<file path="config.mk">
export PLATFORM = sky130hd
export DESIGN_NAME = half_subtractor_unit
export DESIGN_NICKNAME = d
export VERILOG_FILES = /design/src/rtl/half_subtractor_unit.sv
export SDC_FILE = /design/constraint.sdc
export NUM_CORES = 1
export LEC_CHECK = 0
export CORE_AREA = 2 2 39 41
export CTS_BUF_LIST = sky130_fd_sc_hd__clkbuf_4
export CTS_CLUSTER_SIZE = 24
export DETAILED_ROUTE_END_ITERATION = 12
export DIE_AREA = 0 0 41 43
export GPL_TIMING_DRIVEN = 0
export PLACE_DENSITY_LB_ADDON = 0.1
export SYNTH_ARGS = -nofsm -noshare
export SYNTH_HDL_FRONTEND = slang
export SYNTH_SLANG_ARGS = --single-unit
export TNS_END_PERCENT = 1
</file>
<file path="constraint.sdc">
create_clock -name clk -period 1.2 [get_ports clk]
set_input_delay 0.3 -clock clk [delete_from_list [all_inputs] [get_ports clk]]
set_output_delay 0.3 -clock clk [all_outputs]
set_load 0.01 [all_outputs]
</file>
<file path="src/rtl/half_subtractor_unit.sv">
// +----------------------------------------------------------------------------+
// | Module      : half_subtractor_unit                                         |
// | Description : WIDTH-lane bitwise half subtractor with a registered copy,   |
// |               a valid flag and a saturating borrow-event counter.          |
// | Revision    : 1.0 - initial release                                        |
// +----------------------------------------------------------------------------+
`default_nettype none

module half_subtractor_unit #(
  parameter int WIDTH     = 1,
  parameter int CNT_WIDTH = 8
) (
  input  logic                 clk,
  input  logic                 rst,
  input  logic [WIDTH-1:0]     a,
  input  logic [WIDTH-1:0]     b,
  input  logic                 in_valid,
  output logic [WIDTH-1:0]     diff,
  output logic [WIDTH-1:0]     borrow,
  output logic [WIDTH-1:0]     diff_q,
  output logic [WIDTH-1:0]     borrow_q,
  output logic                 out_valid,
  output logic [CNT_WIDTH-1:0] borrow_cnt
);

  localparam logic [CNT_WIDTH-1:0] c_cnt_max = '1;

  logic [WIDTH-1:0]     w_diff;
  logic [WIDTH-1:0]     w_borrow;
  logic                 w_any_borrow;
  logic [WIDTH-1:0]     r_diff_q;
  logic [WIDTH-1:0]     r_borrow_q;
  logic                 r_out_valid;
  logic [CNT_WIDTH-1:0] r_borrow_cnt;

  // Lanes are fully independent; no borrow-in or chaining between bits.
  assign w_diff       = a ^ b;
  assign w_borrow     = ~a & b;
  assign w_any_borrow = |w_borrow;

  always_ff @(posedge clk) begin
    if (rst) begin
      r_diff_q     <= '0;
      r_borrow_q   <= '0;
      r_out_valid  <= 1'b0;
      r_borrow_cnt <= '0;
    end else begin
      r_out_valid <= in_valid;
      if (in_valid) begin
        r_diff_q   <= w_diff;
        r_borrow_q <= w_borrow;
        // One count per borrowing cycle, held at all-ones rather than wrapping.
        if (w_any_borrow && (r_borrow_cnt != c_cnt_max)) begin
          r_borrow_cnt <= r_borrow_cnt + 1'b1;
        end
      end
    end
  end

  assign diff       = w_diff;
  assign borrow     = w_borrow;
  assign diff_q     = r_diff_q;
  assign borrow_q   = r_borrow_q;
  assign out_valid  = r_out_valid;
  assign borrow_cnt = r_borrow_cnt;

endmodule

`default_nettype wire

</file>
# Word-level counts from Yosys, hierarchy flattened
# Cells that the tools add are included.
# word_totals
register_bits	11
word_cells	11
out_inout_bits	13
# op_classes
reduce_logical	2
bitwise_logic	3
n_addsub	1
eq_ne	1
# ops
operator	n
$add 8x1->8 const B	1
$ne 8x8->1 const B	1
$reduce_and 2->1	1
$and 1x1->1	1
$logic_and 1x1->1	1
$not 1->1	1
$xor 1x1->1	1

# Logic depth before layout (Yosys ltp)
# depth
ltp_word	4
ltp_mapped	6
mapped_depth_nobuf	6

# Worst setup path after synthesis
# No wires, ideal clock.
# synth_timing
path_type	register -> register
from	register r_borrow_cnt[0] (netlist: borrow_cnt[0])
to	register r_borrow_cnt[3] (netlist: borrow_cnt[3])
stages_incl_launch_ff	6
period_less_slack_ps	1397
path_slack_ps	-197
required_ps	1072
setup_time_ps	128
arrival_ps	1270
path_cell_list	dfxtp_1 > ha_1 > and4_2 > a211oi_1 > xnor2_1 > nor2_1
# synth_between
elab_chain_cells	3
word_cells_on_any_way	4
# synth_lines
item	line_no	source
from (decl)	34	logic [CNT_WIDTH-1:0] r_borrow_cnt;
from (signal assigned)	54	r_borrow_cnt <= r_borrow_cnt + 1'b1;
parallel branches: the longest is 3 deep, another holds $add 8x1->8	-	
# Parallel ways; which one is timed is not known.
# A chain may end at the register's enable or synchronous reset.

# Final worst setup path
# layout_timing
from	register r_borrow_cnt[1] (netlist: borrow_cnt[1])
to	register r_borrow_cnt[1] (netlist: borrow_cnt[1])
# The elaborated chain is that of the path after synthesis.

==> flow_summary_export.csv <==
group,metric,value,unit
sta,holdWs,371.4,ps
routing,routed_wl,1072,microns
run_status,status,"complete, but fails checks",
min_path,hold_path.class,"in -> reg",
routing,postRouteAntennaNets,0,
clock_tree,clock_sinks,11,
grt,antenna_found_initial,0,
final_layout,layout.nets,84,
worst_setup_path,cp_data_required_time,1340,ps
sta,slew_headroom,67.66,%
worst_setup_path,critPathMaxFanout,5,
grt,grt_pass1_wl,1794,microns
power_and_ir_drop,powerDensity,970.7,nW/um^2
power_and_ir_drop,peakVddDrop,0.5901,mV
final_layout,final_common_cell,"nor2_1",
sta,hold_violations,0,
routing,wl_per_cell,11.65,microns
worst_setup_path,crit_path_max_incr_delay,370,ps
routing,dr.pass1.iters,4,
placement,gp_congestion,0.6713,
worst_setup_path,crit_family,"flip-flops",
synthesis,seq_area_frac_synth,43.89,%
synthesis,yosys_register_bits,11,
worst_setup_path,critPathBufInv,0,
run_status,violations,"negative setup slack",
clock_tree,ctsHtreeMaxLevel,1,
sta,slew_viol_final,0,
final_layout,antenna_cells,0,
synthesis,syn_area_per_cell,9.291,sq um
floorplanning,dieArea,1763,sq um
sta,max_freq,791.4,MHz
sta,setup_viol,5,
grt,overflow,0,
sta,final.setup.tns,-141.7,ps
worst_setup_path,crit_type,"reg -> reg",
synthesis,yosysUniqueCellTypes,21,
power_and_ir_drop,clock_power_share,38.5,%
synthesis,netlist_area,501.7,sq um
power_and_ir_drop,power.leakage,0.3023,nW
worst_setup_path,worstPathArrival,1410,ps
routing,remaining_drc_errors,0,
final_layout,drive_gt1_share,40.79,%
worst_setup_path,end_kind,"register",
final_layout,syn_to_final_growth,48.88,%
floorplanning,die_width,41,microns
floorplanning,core_region_area,1384,sq um
final_layout,layout_common_cells,"nor2_1 (10), clkbuf_2 (5)",
placement,port_buffers,17,
floorplanning,initial_core_util,36.26,%
routing,drtIter0Drc,9,
clock_tree,cts.path.max_buffers,2,
worst_setup_path,cp_slowest_cell,"dfxtp_4",
floorplanning,chipHeight,43,microns
grt,grt_pass1_vias,395,
power_and_ir_drop,seqPwrFrac,51.2,%
sta,worstMarginPinSlew,485.1,ps
grt,grt_max_degree,11,
power_and_ir_drop,switchingPower,0.0001698,W
clock_tree,cts.clk_slew.worst_paths,70,ps
clock_tree,cts_root_buf,"clkbuf_4",
clock_tree,cts_buffers,3,
job,cap_violations,0,
routing,via_count,464,
synthesis,yosysWarnings,0,
floorplanning,io_pins,18,
placement,dp_hpwl,781.4,microns
floorplanning,row_count,14,
sta,setup_ws,-63.51,ps
sta,fin_crit_sh,105.3,%
sta,rsz0062_at_grt,"true",
clock_tree,cts_tree,"built",
worst_setup_path,start_kind,"register",
power_and_ir_drop,combPwrFrac,10.3,%
synthesis,syn-num-nets,61,
clock_tree,clkLatencyLatePin,270,ps
sta,period_needed,1264,ps
grt,grt.total_usage,15.96,%
routing,vias_per_cell,5.043,
worst_setup_path,crit_path_cell_trace,"ha_4 > and4_4 > a21bo_4 > mux2i_1 > nor2_1",
sta,clock_skew,2.549,ps
power_and_ir_drop,swShare,23.42,%
power_and_ir_drop,p_int,0.0005552,W
synthesis,syn_inst,54,
-- path summary, 6_finish.rpt --
kind                                    start            end  slack, ps  depth (start not counted)
worst max-delay path            borrow_cnt[1]  borrow_cnt[1]        -60                          5
worst min-delay path                        b         diff_q        370                          3
worst max register to register  borrow_cnt[1]  borrow_cnt[1]        -60                          5
worst min register to register       borrow_q       borrow_q        500                          2
-- flip-flops by register name, summed over array words and instances (netlist names) --
register / cells
out_valid: 1
diff_q: 1
borrow_q: 1
borrow_cnt: 8
-- cell usage after synthesis --
cell type | count | area (sq um)
nor2_1 | 10 | 37.54
inv_1 | 4 | 15.01
a211oi_1 | 3 | 22.52
mux2i_1 | 1 | 10.01
nand2_1 | 1 | 3.750
nand3_2 | 1 | 10.01
nand3_1 | 1 | 5.000
and2_1 | 1 | 6.260
a21bo_2 | 1 | 10.01
xnor2_1 | 3 | 26.28
ha_1 | 2 | 25.02
dfxtp_1 | 11 | 220.2
nand4_1 | 2 | 12.51
xor2_1 | 3 | 26.28
or4_1 | 1 | 7.510
o211ai_1 | 2 | 15.01
and3_1 | 1 | 6.260
clkbuf_1 | 1 | 3.750
o41ai_1 | 1 | 8.760
a21oi_1 | 2 | 10.01
and4_2 | 2 | 20.02
-- per-stage QoR --
step | total power (W) | utilization [%] | area [sq um] | cells | setup WS [ps]
2_1_floorplan | 0.0004241 | - | 534.3 | 54 | -77.97
3_3_place_gp | 0.0004720 | 52.35 | 724.4 | 87 | -687.2
3_5_place_dp | 0.0004731 | 52.35 | 724.4 | 87 | -686.7
4_1_cts | 0.0007425 | 53.53 | 740.7 | 91 | -149.7
5_1_grt | 0.0007658 | 53.98 | 747.0 | 92 | -117.9
6_report | 0.0007250 | 53.98 | 747.0 | 92 | -63.51
-- per-layer routing --
metal  vias up  global-route usage, %  part of all wire (%)
li1        236                      -                     -
met1       215                  19.67                    45
met2        11                  21.88                    47
met3         2                  6.806                   6.3
met4         0                  10.00                   1.2
met5         -                      0                     0
-- repair_timing --
action / CTS / global route
hold buffers: 0 / 0
setup endpoints to repair: 21 / 17
pin swaps: 3 / 3
resized for setup: 40 / 16
buffers inserted: 0 / 1
endpoints found under the hold margin: 0 / 0
-- tightest hold or removal path, stage by stage --
cell      delay [ps]
buf_2            100
ha_4             130
a211oi_1          60
-- power by group through the flow --
stage	Sequential (W)	Clock (W)	Combinational (W)
2_1_floorplan	0.000392	0	0.0000320
5_1_grt	0.000373	0.000309	0.0000840
6_report	0.000372	0.000279	0.0000744
4_1_cts	0.000379	0.000293	0.0000707
3_3_place_gp	0.000388	0	0.0000838
3_5_place_dp	0.000388	0	0.0000847
-- layout make-up --
cell class	count	area, sq um
clock buffer	4	30.03
sequential	11	240.2
buffer	1	3.754
tap	16	20.02
multi-input combinational	38	300.3
inverter	4	15.01
timing repair buffer	18	137.6
fill	134	636.9
-- cell families (layout without fill, tap and decap cells) --
| kind of cell | count (synthesis) | in the layout | synth area share (%) |
|---|---|---|---|
| and+or+nand+nor | 20 | 20 | 21.70 |
| DFF | 11 | 11 | 43.89 |
| AOI/OAI and AO/OA | 9 | 9 | 13.22 |
| xor gates and xnor gates | 6 | 6 | 10.48 |
| buffers and inverters | 5 | 27 | 3.739 |
| adders and majority gates | 2 | 2 | 4.987 |
| muxes | 1 | 1 | 1.995 |
No activity file was read; power rests on OpenSTA's default activity.
